`src/rtl/keypad_scan_ctrl.sv`:
```
`timescale 1ns/1ps
// -----------------------------------------------------------------------------
// keypad_scan_ctrl
//
// Scan controller for a 4x4 matrix keypad (wb_keypad peripheral).
// The controller drives one column low at a time and waits SETTLE cycles. It
// then samples the four rows, one per cycle. Each key is debounced across
// consecutive scans. Every debounced press or release is queued as a 5-bit
// event {press, code} in a small first-word-fall-through FIFO, which the
// register front-end pops.
//
// Ports
//   clk        system clock
//   rst_n      asynchronous active-low reset
//   enable     scanning enabled; 0 parks the scanner in IDLE and clears all
//              debounce counters (key_state and FIFO are kept)
//   col_n[3:0] column drive, active low, at most one bit low (registered)
//   row_n[3:0] raw row inputs, active low, asynchronous (pull-ups outside)
//   key_state  debounced key-down map, bit index = {col[1:0], row[1:0]}
//   key_valid  FIFO not empty
//   key_code   head event key index {col, row} (holds last value when empty)
//   key_press  head event type: 1 = press, 0 = release
//   key_pop    pop the head; ignored while the FIFO is empty
//   overflow   sticky: an event was dropped because the FIFO was full
//   clear_ovf  clears overflow (a simultaneous drop wins)
// -----------------------------------------------------------------------------
module keypad_scan_ctrl #(
    parameter int SETTLE         = 8,   // >= 3, covers the row synchroniser
    parameter int DEBOUNCE_SCANS = 4,   // >= 1
    parameter int FIFO_DEPTH     = 4    // power of two, >= 2
) (
    input  logic        clk,
    input  logic        rst_n,
    input  logic        enable,
    output logic [3:0]  col_n,
    input  logic [3:0]  row_n,
    output logic [15:0] key_state,
    output logic        key_valid,
    output logic [3:0]  key_code,
    output logic        key_press,
    input  logic        key_pop,
    output logic        overflow,
    input  logic        clear_ovf
);

    localparam int CNT_W = (DEBOUNCE_SCANS > 1) ? $clog2(DEBOUNCE_SCANS) : 1;
    localparam int SET_W = (SETTLE > 2) ? $clog2(SETTLE) : 2;
    localparam int PTR_W = $clog2(FIFO_DEPTH);

    localparam logic [CNT_W-1:0] CNT_LAST    = CNT_W'(DEBOUNCE_SCANS - 1);
    localparam logic [SET_W-1:0] SETTLE_LAST = SET_W'(SETTLE - 1);

    typedef enum logic [1:0] {
        ST_IDLE   = 2'd0,
        ST_DRIVE  = 2'd1,
        ST_SAMPLE = 2'd2
    } state_t;

    // ------------------------------------------------------------------
    // Row synchroniser (rows are asynchronous to clk)
    // ------------------------------------------------------------------
    logic [3:0] row_meta_reg;
    logic [3:0] row_sync_reg;

    always_ff @(posedge clk or negedge rst_n) begin
        if (!rst_n) begin
            row_meta_reg <= 4'hF;
            row_sync_reg <= 4'hF;
        end else begin
            row_meta_reg <= row_n;
            row_sync_reg <= row_meta_reg;
        end
    end

    // ------------------------------------------------------------------
    // Scan FSM
    // ------------------------------------------------------------------
    state_t           state_reg, state_next;
    logic [1:0]       col_idx_reg, col_idx_next;
    logic [1:0]       row_idx_reg, row_idx_next;
    logic [SET_W-1:0] settle_cnt_reg, settle_cnt_next;
    logic [3:0]       col_n_reg, col_n_next;
    logic             sample_en;

    always_ff @(posedge clk or negedge rst_n) begin
        if (!rst_n) begin
            state_reg      <= ST_IDLE;
            col_idx_reg    <= 2'd0;
            row_idx_reg    <= 2'd0;
            settle_cnt_reg <= '0;
            col_n_reg      <= 4'hF;
        end else begin
            state_reg      <= state_next;
            col_idx_reg    <= col_idx_next;
            row_idx_reg    <= row_idx_next;
            settle_cnt_reg <= settle_cnt_next;
            col_n_reg      <= col_n_next;
        end
    end

    always_comb begin
        state_next      = state_reg;
        col_idx_next    = col_idx_reg;
        row_idx_next    = row_idx_reg;
        settle_cnt_next = settle_cnt_reg;
        sample_en       = 1'b0;
        col_n_next      = 4'hF;

        if (!enable) begin
            // Dropping enable abandons whatever row evaluation was in flight.
            state_next      = ST_IDLE;
            col_idx_next    = 2'd0;
            row_idx_next    = 2'd0;
            settle_cnt_next = '0;
        end else begin
            case (state_reg)
                ST_IDLE: begin
                    state_next      = ST_DRIVE;
                    col_idx_next    = 2'd0;
                    row_idx_next    = 2'd0;
                    settle_cnt_next = '0;
                end
                ST_DRIVE: begin
                    if (settle_cnt_reg == SETTLE_LAST) begin
                        state_next   = ST_SAMPLE;
                        row_idx_next = 2'd0;
                    end else begin
                        settle_cnt_next = settle_cnt_reg + SET_W'(1);
                    end
                end
                ST_SAMPLE: begin
                    sample_en = 1'b1;
                    if (row_idx_reg == 2'd3) begin
                        state_next      = ST_DRIVE;
                        col_idx_next    = col_idx_reg + 2'd1;   // wraps 3 -> 0
                        row_idx_next    = 2'd0;
                        settle_cnt_next = '0;
                    end else begin
                        row_idx_next = row_idx_reg + 2'd1;
                    end
                end
                default: begin
                    state_next = ST_IDLE;
                end
            endcase
        end

        // Column drive is registered from the next state so the pins never
        // glitch and always line up with the state the FSM is in.
        if (state_next != ST_IDLE) begin
            col_n_next[col_idx_next] = 1'b0;
        end
    end

    assign col_n = col_n_reg;

    // ------------------------------------------------------------------
    // Per-key debounce
    // ------------------------------------------------------------------
    logic [3:0]  key_sel;
    logic        raw_down;
    logic [15:0] flip_vec;
    logic [15:0] key_state_reg;

    assign key_sel  = {col_idx_reg, row_idx_reg};
    assign raw_down = ~row_sync_reg[row_idx_reg];

    for (genvar gi = 0; gi < 16; gi++) begin : g_key
        logic [CNT_W-1:0] cnt_reg;
        logic             hit;
        logic             differ;

        assign hit          = sample_en && (key_sel == 4'(gi));
        assign differ       = (raw_down != key_state_reg[gi]);
        assign flip_vec[gi] = hit && differ && (cnt_reg == CNT_LAST);

        always_ff @(posedge clk or negedge rst_n) begin
            if (!rst_n) begin
                cnt_reg <= '0;
            end else if (!enable) begin
                cnt_reg <= '0;
            end else if (hit) begin
                if (!differ || (cnt_reg == CNT_LAST)) begin
                    cnt_reg <= '0;
                end else begin
                    cnt_reg <= cnt_reg + CNT_W'(1);
                end
            end
        end
    end

    // Only the key in its SAMPLE cycle can flip, so at most one bit of
    // flip_vec is set and at most one event is produced per cycle.
    always_ff @(posedge clk or negedge rst_n) begin
        if (!rst_n) begin
            key_state_reg <= '0;
        end else begin
            key_state_reg <= key_state_reg ^ flip_vec;
        end
    end

    assign key_state = key_state_reg;

    // ------------------------------------------------------------------
    // Event FIFO (first-word-fall-through)
    // ------------------------------------------------------------------
    logic       push;
    logic [4:0] push_data;
    logic [4:0] fifo_mem [FIFO_DEPTH];
    logic [PTR_W:0] wr_ptr_reg, wr_ptr_next;
    logic [PTR_W:0] rd_ptr_reg, rd_ptr_next;
    logic       fifo_empty, fifo_full;
    logic       pop_ok, push_ok, drop;
    logic [3:0] head_code_reg, head_code_next;
    logic       head_press_reg, head_press_next;
    logic       overflow_reg;

    assign push      = |flip_vec;
    assign push_data = {raw_down, key_sel};

    // The extra pointer MSB tells full (MSBs differ) from empty (equal).
    assign fifo_empty = (wr_ptr_reg == rd_ptr_reg);
    assign fifo_full  = (wr_ptr_reg[PTR_W] != rd_ptr_reg[PTR_W]) &&
                        (wr_ptr_reg[PTR_W-1:0] == rd_ptr_reg[PTR_W-1:0]);

    assign pop_ok  = key_pop && !fifo_empty;
    // A pop in the same cycle frees the slot, so a push while full is kept.
    assign push_ok = push && (!fifo_full || pop_ok);
    assign drop    = push && fifo_full && !pop_ok;

    assign wr_ptr_next = wr_ptr_reg + (PTR_W+1)'(push_ok);
    assign rd_ptr_next = rd_ptr_reg + (PTR_W+1)'(pop_ok);

    // The head is held in registers so it keeps its last value once the FIFO
    // drains. When the entry being written becomes the new head (FIFO holds
    // exactly one entry afterwards) it is forwarded from the push data.
    always_comb begin
        head_code_next  = head_code_reg;
        head_press_next = head_press_reg;
        if (wr_ptr_next != rd_ptr_next) begin
            if (push_ok && (wr_ptr_reg[PTR_W-1:0] == rd_ptr_next[PTR_W-1:0])) begin
                head_code_next  = push_data[3:0];
                head_press_next = push_data[4];
            end else begin
                head_code_next  = fifo_mem[rd_ptr_next[PTR_W-1:0]][3:0];
                head_press_next = fifo_mem[rd_ptr_next[PTR_W-1:0]][4];
            end
        end
    end

    always_ff @(posedge clk) begin
        if (push_ok) begin
            fifo_mem[wr_ptr_reg[PTR_W-1:0]] <= push_data;
        end
    end

    always_ff @(posedge clk or negedge rst_n) begin
        if (!rst_n) begin
            wr_ptr_reg     <= '0;
            rd_ptr_reg     <= '0;
            head_code_reg  <= 4'h0;
            head_press_reg <= 1'b0;
            overflow_reg   <= 1'b0;
        end else begin
            wr_ptr_reg     <= wr_ptr_next;
            rd_ptr_reg     <= rd_ptr_next;
            head_code_reg  <= head_code_next;
            head_press_reg <= head_press_next;
            if (drop) begin
                overflow_reg <= 1'b1;
            end else if (clear_ovf) begin
                overflow_reg <= 1'b0;
            end
        end
    end

    assign key_valid = !fifo_empty;
    assign key_code  = head_code_reg;
    assign key_press = head_press_reg;
    assign overflow  = overflow_reg;

endmodule

```
`config.mk`:
```
export PLATFORM = sky130hd
export DESIGN_NAME = keypad_scan_ctrl
export DESIGN_NICKNAME = d
export VERILOG_FILES = /design/src/rtl/keypad_scan_ctrl.sv
export SDC_FILE = /design/constraint.sdc
export NUM_CORES = 1
export LEC_CHECK = 0
export ABC_AREA = 0
export BUFFER_PORTS_ARGS = -buffer_cell sky130_fd_sc_hd__buf_2
export CAP_MARGIN = 0
export CORE_MARGIN = 8
export CORE_UTILIZATION = 35
export DETAILED_ROUTE_END_ITERATION = 7
export SYNTH_ARGS = -nofsm -noshare
export SYNTH_HDL_FRONTEND = slang
export SYNTH_SLANG_ARGS = --single-unit
```
`constraint.sdc`:
```
create_clock -name clk -period 4.4 [get_ports clk]
set_clock_uncertainty 0.2 [all_clocks]
set_input_delay 0.22 -clock clk [delete_from_list [all_inputs] [get_ports clk]]
set_output_delay 0.22 -clock clk [all_outputs]
set_load 0.05 [all_outputs]
```
==> run metrics, run 1 <==
outcome completed; Die ar. ~19000 um^2; hold crit path type in -> reg; Worst R2R Start row_idx_reg[0]; clock buffer depth 2; Pins Over Slew Limit 0; delay-heaviest family, CP multiplexers; FP Rows 44; vias in the first global route 3690; R2R Path End key_code[2]; distinct cell type count after synthesis 41; Peak supply drop between 0.2 and 0.25 mV; clock slew at reported path FFs around 0.060 ns; global-route wire length before repair ~18 mm; global routing usage on met1 15.13%; drt first pass iters 4; CP arrival 4.04 ns; hold_sp key_pop; Post-DP HPWL 8.053 mm; Hold Path Depth 4; Yosys top cell by area dfrtp_1; Via density 5.164; commonest cells in the netlist dfrtp_1 (69), nand2_1 (38), a21oi_1 (35); CTS tree done; met2 usage 21.74%; PostCTS Resize Cnt 0; antenna cells 0; Largest stage delay, worst path ~0.80 ns; Tcrit/Tclk final 90.38%; fin util 40.61%; GRT Max-Usage Layer met2; DRT Wirelength 11.20 mm; antenna-violating nets left 0; Die Ht 136.2 um; initial antenna violation count 0; Yosys top cell area share 34.17%; Async S/R FF share, synth 80.20%; Root Driver clkbuf_16; top-count cell post-synth dfrtp_1; clk_lat worst skew 0.34 ns; met3 Usage GRT 2.439%; number of flip-flops in the largest register 32; post-synthesis sequential area ratio between 50% and 60%; syn avg cell area 10.68 um^2; Static Leak 0.002486 uW; Slew @ Worst Pin 1.044 ns; Final Setup Violations 0; Tmin final 3.977 ns; Cell Area, Placed about 5400 um^2; main area contributors after synthesis dfrtp_1 (34%), edfxtp_1 (12%), ha_1 (8.4%), dfstp_2 (6.2%), a21oi_1 (3.5%); setup_tns 0 ns; Slew headroom 30.40%; DR WL/cell 16.00 um; CTS sink count 101; R2R setup slack 0.42 ns; layout net count 554; Setup WS pre-CTS 0.4786 ns; DRC errors left 0; I/O pin count 36; Max Freq 0.2515 GHz; CP Launch Type flip-flop; Worst Reg-to-Reg Cells 14; initial DRC count 279; syn_nets about 520; total core area 14310 um^2; share of cells above drive strength 1 15.70%; CP Max Fanout 20; GP Congestion between 0.7 and 0.8; GRT Residual Overflow 0; yosys synthesis warning count 0; slowest cell on the critical path mux4_2; post-synthesis register bit count about 100; GRT Total Usage 12.55%; cells along the critical path mux4_2 > inv_2 > o221ai_1 > o22ai_1 > and3_4 > a21o_4 > inv_2 > ha_1 > ha_1 > xor2_1 > xor2_1 > and3_1 > a31oi_1 > a21oi_1; Min-Delay Endpoint overflow; via count 3615; Critical Path RT 4.46 ns; RSZ-0062 raised after global routing no; Num CTS Buffers 9; Synth Flop Type dfrtp_1; Starting Density 35.31%; worst setup path class reg -> reg; Max H-tree Level 3; die width around 140 um; design area 5813 um^2; Post-synth EDFFs 20; CP bufs+invs 2; largest net degree at the start of global routing 82; cell count after synthesis 473; Mapped Area approximately 5100 um^2; I/O Buffers 35; pwr dens 507.1 nW/um^2; setup ws final 0.4234 ns; CP Capture Type flip-flop; maxcap violations 0; Filler cells 1390; P&R area growth vs syn 15.03%; Final Hold Fails 0
## cell usage in the layout (no fill, tap or decap), drive strengths merged, types with 5 or more instances in the layout
cell type,count
mux4,6
nand3,31
nand4,6
nor4,10
dfrtp,69
inv,26
o22ai,9
clkbuf,10
nor2,26
nor4b,10
and3,8
dlygate4sd3,6
buf,41
and2,6
xnor2,17
dfstp,12
nor3,5
o21ai,29
edfxtp,20
ha,34
o41ai,5
xor2,9
nor2b,21
a31oi,6
nand2,38
a21oi,35
## power by group
| group | internal (uW) | leakage [uW] | total (uW) | switching [uW] |
|---|---|---|---|---|
| registers | 1080 | 0.00122 | 1150 | 67.3 |
| clock network | 556 | 0.000164 | 904 | 348 |
| logic | 339 | 0.00110 | 897 | 558 |
## final cells by class
| class | count | area (um^2) | share of cell area, % |
|---|---|---|---|
| Multi-Input combinational cell | 326 | 2220 | 38.18 |
| Clock inverter | 6 | 111.4 | 1.916 |
| Tap cell | 184 | 230.2 | 3.960 |
| Inverter | 26 | 97.59 | 1.679 |
| Timing Repair Buffer | 47 | 282.8 | 4.864 |
| Clock buffer | 10 | 229.0 | 3.939 |
| Sequential cell | 101 | 2643 | 45.46 |
## how the worst max path moves through the flow
stage | startpoint | to | slack (ns) | depth (start not counted)
after global routing | row_idx_reg[0] | key_code[2] | 0.18 | 14
final | row_idx_reg[0] | key_code[2] | 0.42 | 14
after CTS | row_idx_reg[0] | key_code[2] | 0.43 | 14
after floorplan | row_idx_reg[0] | key_code[0] | 1.07 | 15
after global placement | row_idx_reg[0] | key_code[0] | 0.65 | 14
after detailed placement | row_idx_reg[0] | key_code[2] | 0.48 | 14
## metal layers
layer	vias to the layer above	routed length, um	part of all wire, %
li1	1767	-	-
met1	1776	4931	44
met2	56	5671	51
met3	16	421	3.8
met4	0	176	1.6
met5	-	0	0
## through the flow
step / total power [uW] / cells / hold slack (ns)
2_1_floorplan: 1831 / 473 / -0.2756
3_3_place_gp: 2039 / 678 / 0.1290
3_5_place_dp: 2062 / 678 / 0.1303
4_1_cts: 2974 / 700 / 0.07971
5_1_grt: 3092 / 700 / 0.09958
6_report: 2948 / 700 / 0.07795
## cells by family (layout without fill, tap and decap cells)
group,Yosys count,in the layout,share of synthesized area [%]
flops,101,101,52.29
simple gates,166,166,17.11
mux,7,7,2.897
xor+xnor,26,26,4.655
buf+inv,46,89,3.788
fa+ha+maj,34,34,8.418
compound gates,93,93,10.84
## worst register-to-register path: cells and delay by family, from the launching register on
family | cells | cell delay, ns
buffers and inverters | 2 | 0.38
adders and majority gates | 2 | 0.38
AOI/OAI and AO/OA | 5 | 0.77
muxes | 1 | 0.80
and+or+nand+nor | 2 | 0.48
xor gates and xnor gates | 2 | 0.40
DFF | 1 | 0.50
## what timing repair did
item	in CTS	in global routing
setup buffers	0	0
endpoints found under the hold margin	74	0
hold buffers	6	0
No activity file was read; power rests on OpenSTA's default activity.
==> run 2, diff against run 1 <==
==> constraint.sdc (replaced) <==
create_clock -name clk -period 4.4 [get_ports clk]
set_clock_uncertainty 0.2 [all_clocks]
set_input_delay 0.88 -clock clk [delete_from_list [all_inputs] [get_ports clk]]
set_output_delay 0.88 -clock clk [all_outputs]
set_load 0.05 [all_outputs]
==> run metrics, run 2 (synthesis results as in run 1) <==
DRC errors left 0; GRT Residual Overflow 0; Psw 942.1 uW; Root Driver clkbuf_16; via count 3594; die width approximately 140 um; clk_lat worst skew about 0.34 ns; maxcap violations 0; Max H-tree Level 3; Num CTS Buffers 9; worst setup path class reg -> reg; Cell Area, Placed 5420 um^2; initial antenna violation count 0; fraction of power spent switching nets between 30% and 40%; setup_tns 0 ns; Tmin final ~4.1 ns; share of cells above drive strength 1 about 16%; Reg power frac roughly two fifths; CTS sink count 101; clock buffer depth 2; layout net count 549; outcome completed; hold slack roughly 0.16 ns; GRT Total Usage 12.25%; setup repair bufs after CTS 0; leading cell type in the layout, fill and taps excluded dfrtp_1; Slew @ Worst Pin 1.040 ns; vias in the first global route 3612; CP Max Fanout 22; Final Hold Fails 0; CP Capture Type flip-flop; Static Leak 0.002431 uW; Die ar. 18540 um^2; total core area 14310 um^2; Starting Density 35.31%; CTS tree done; I/O pin count 36; Filler cells about 1400; Post-DP HPWL 7.815 mm; antenna-violating nets left 0; register area 2643 um^2; Pins Over Slew Limit 0; multi-input logic area between 2000 and 2500 um^2; DRT Wirelength 10.81 mm; P&R area growth vs syn 12.90%; Slew headroom 30.65%; largest net degree at the start of global routing between 80 and 90; FP Rows 44; hold crit path type reg -> reg; I/O Buffers 35; Clk pwr share 27.5%; CP Launch Type flip-flop; Final Setup Violations 0; Via density 5.171; GP Congestion about 0.8; clock slew at reported path FFs 0.07 ns; RSZ-0062 raised after global routing no; PostCTS Resize Cnt 0; Final Power 2795 uW; Max Freq 0.2412 GHz; design area 5705 um^2; DR WL/cell 15.55 um; global-route wire length before repair 18.08 mm; CP arrival 4.17 ns; fin util 39.86%; Critical Path RT 4.43 ns; drt first pass iters 4; commonest cells after routing, fill and taps aside dfrtp_1 (69), nand2_1 (38), a21oi_1 (35); Die Ht about 140 um; pwr dens 489.9 nW/um^2; number of flip-flops in the largest register 32; Tcrit/Tclk final 94.21%; antenna cells 0; initial DRC count 250; Logic pwr share 31.5%; Pint roughly 1900 uW; Peak supply drop 0.2124 mV; hold buffers post-CTS 0
## run 2: layout make-up
| type | count | share of cell area, % |
|---|---|---|
| Tap cell | 184 | 4.035 |
| Inverter | 26 | 1.711 |
| Multi-Input combinational cell | 326 | 38.90 |
| Timing Repair Buffer | 42 | 4.035 |
| Sequential cell | 101 | 46.32 |
| Clock inverter | 5 | 0.9211 |
| Clock buffer | 11 | 4.079 |
## run 2: metrics by stage
stage	setup WS, ns	instances
after floorplan	0.9898	473
after detailed placement	0.2575	679
final	0.2546	695
after global placement	0.3757	679
after global routing	0.0004996	695
after CTS	0.2408	695
## run 2: worst max-delay path, stage by stage (launching register included)
cell and delay (ns):
dfrtp_1 0.58, mux4_2 0.84, inv_2 0.34, o221ai_1 0.18, o22ai_1 0.22, and3_4 0.24
a21o_4 0.16, inv_2 0.05, ha_1 0.18, ha_1 0.19, xor2_1 0.20, xor2_1 0.20
nand3_1 0.22, nor2_1 0.17, a21oi_1 0.05
## run 2: worst paths after layout
path	from	end	slack (ns)	cells after the start
worst max-delay path	row_idx_reg[0]	key_code[1]	0.25	14
max in group asynchronous	rst_n	g_key[5].cnt_reg[0]	2.81	1
worst min-delay path	row_meta_reg[2]	row_sync_reg[2]	0.16	0
min in group asynchronous	rst_n	g_key[15].cnt_reg[0]	0.51	1
worst max register to register	row_idx_reg[0]	key_code[1]	0.25	14
worst min register to register	row_meta_reg[2]	row_sync_reg[2]	0.16	0
## run 2: power groups by stage
stage	combinational, uW	sequential (uW)	clock (uW)
finish	881	1150	768
global route	970	1160	835
CTS	885	1150	791
detailed placement	880	1170	0
global placement	867	1160	0
floorplan	587	1240	0
## run 2: metal layers
| layer | share of wire (%) | track usage (%) | vias to the layer above |
|---|---|---|---|
| met1 | 46 | 16.03 | 1759 |
| met2 | 48 | 19.82 | 69 |
| met3 | 3.8 | 2.439 | 15 |
| met4 | 1.4 | 4.149 | 0 |
| li1 | - | - | 1751 |
| met5 | 0 | 0 | - |
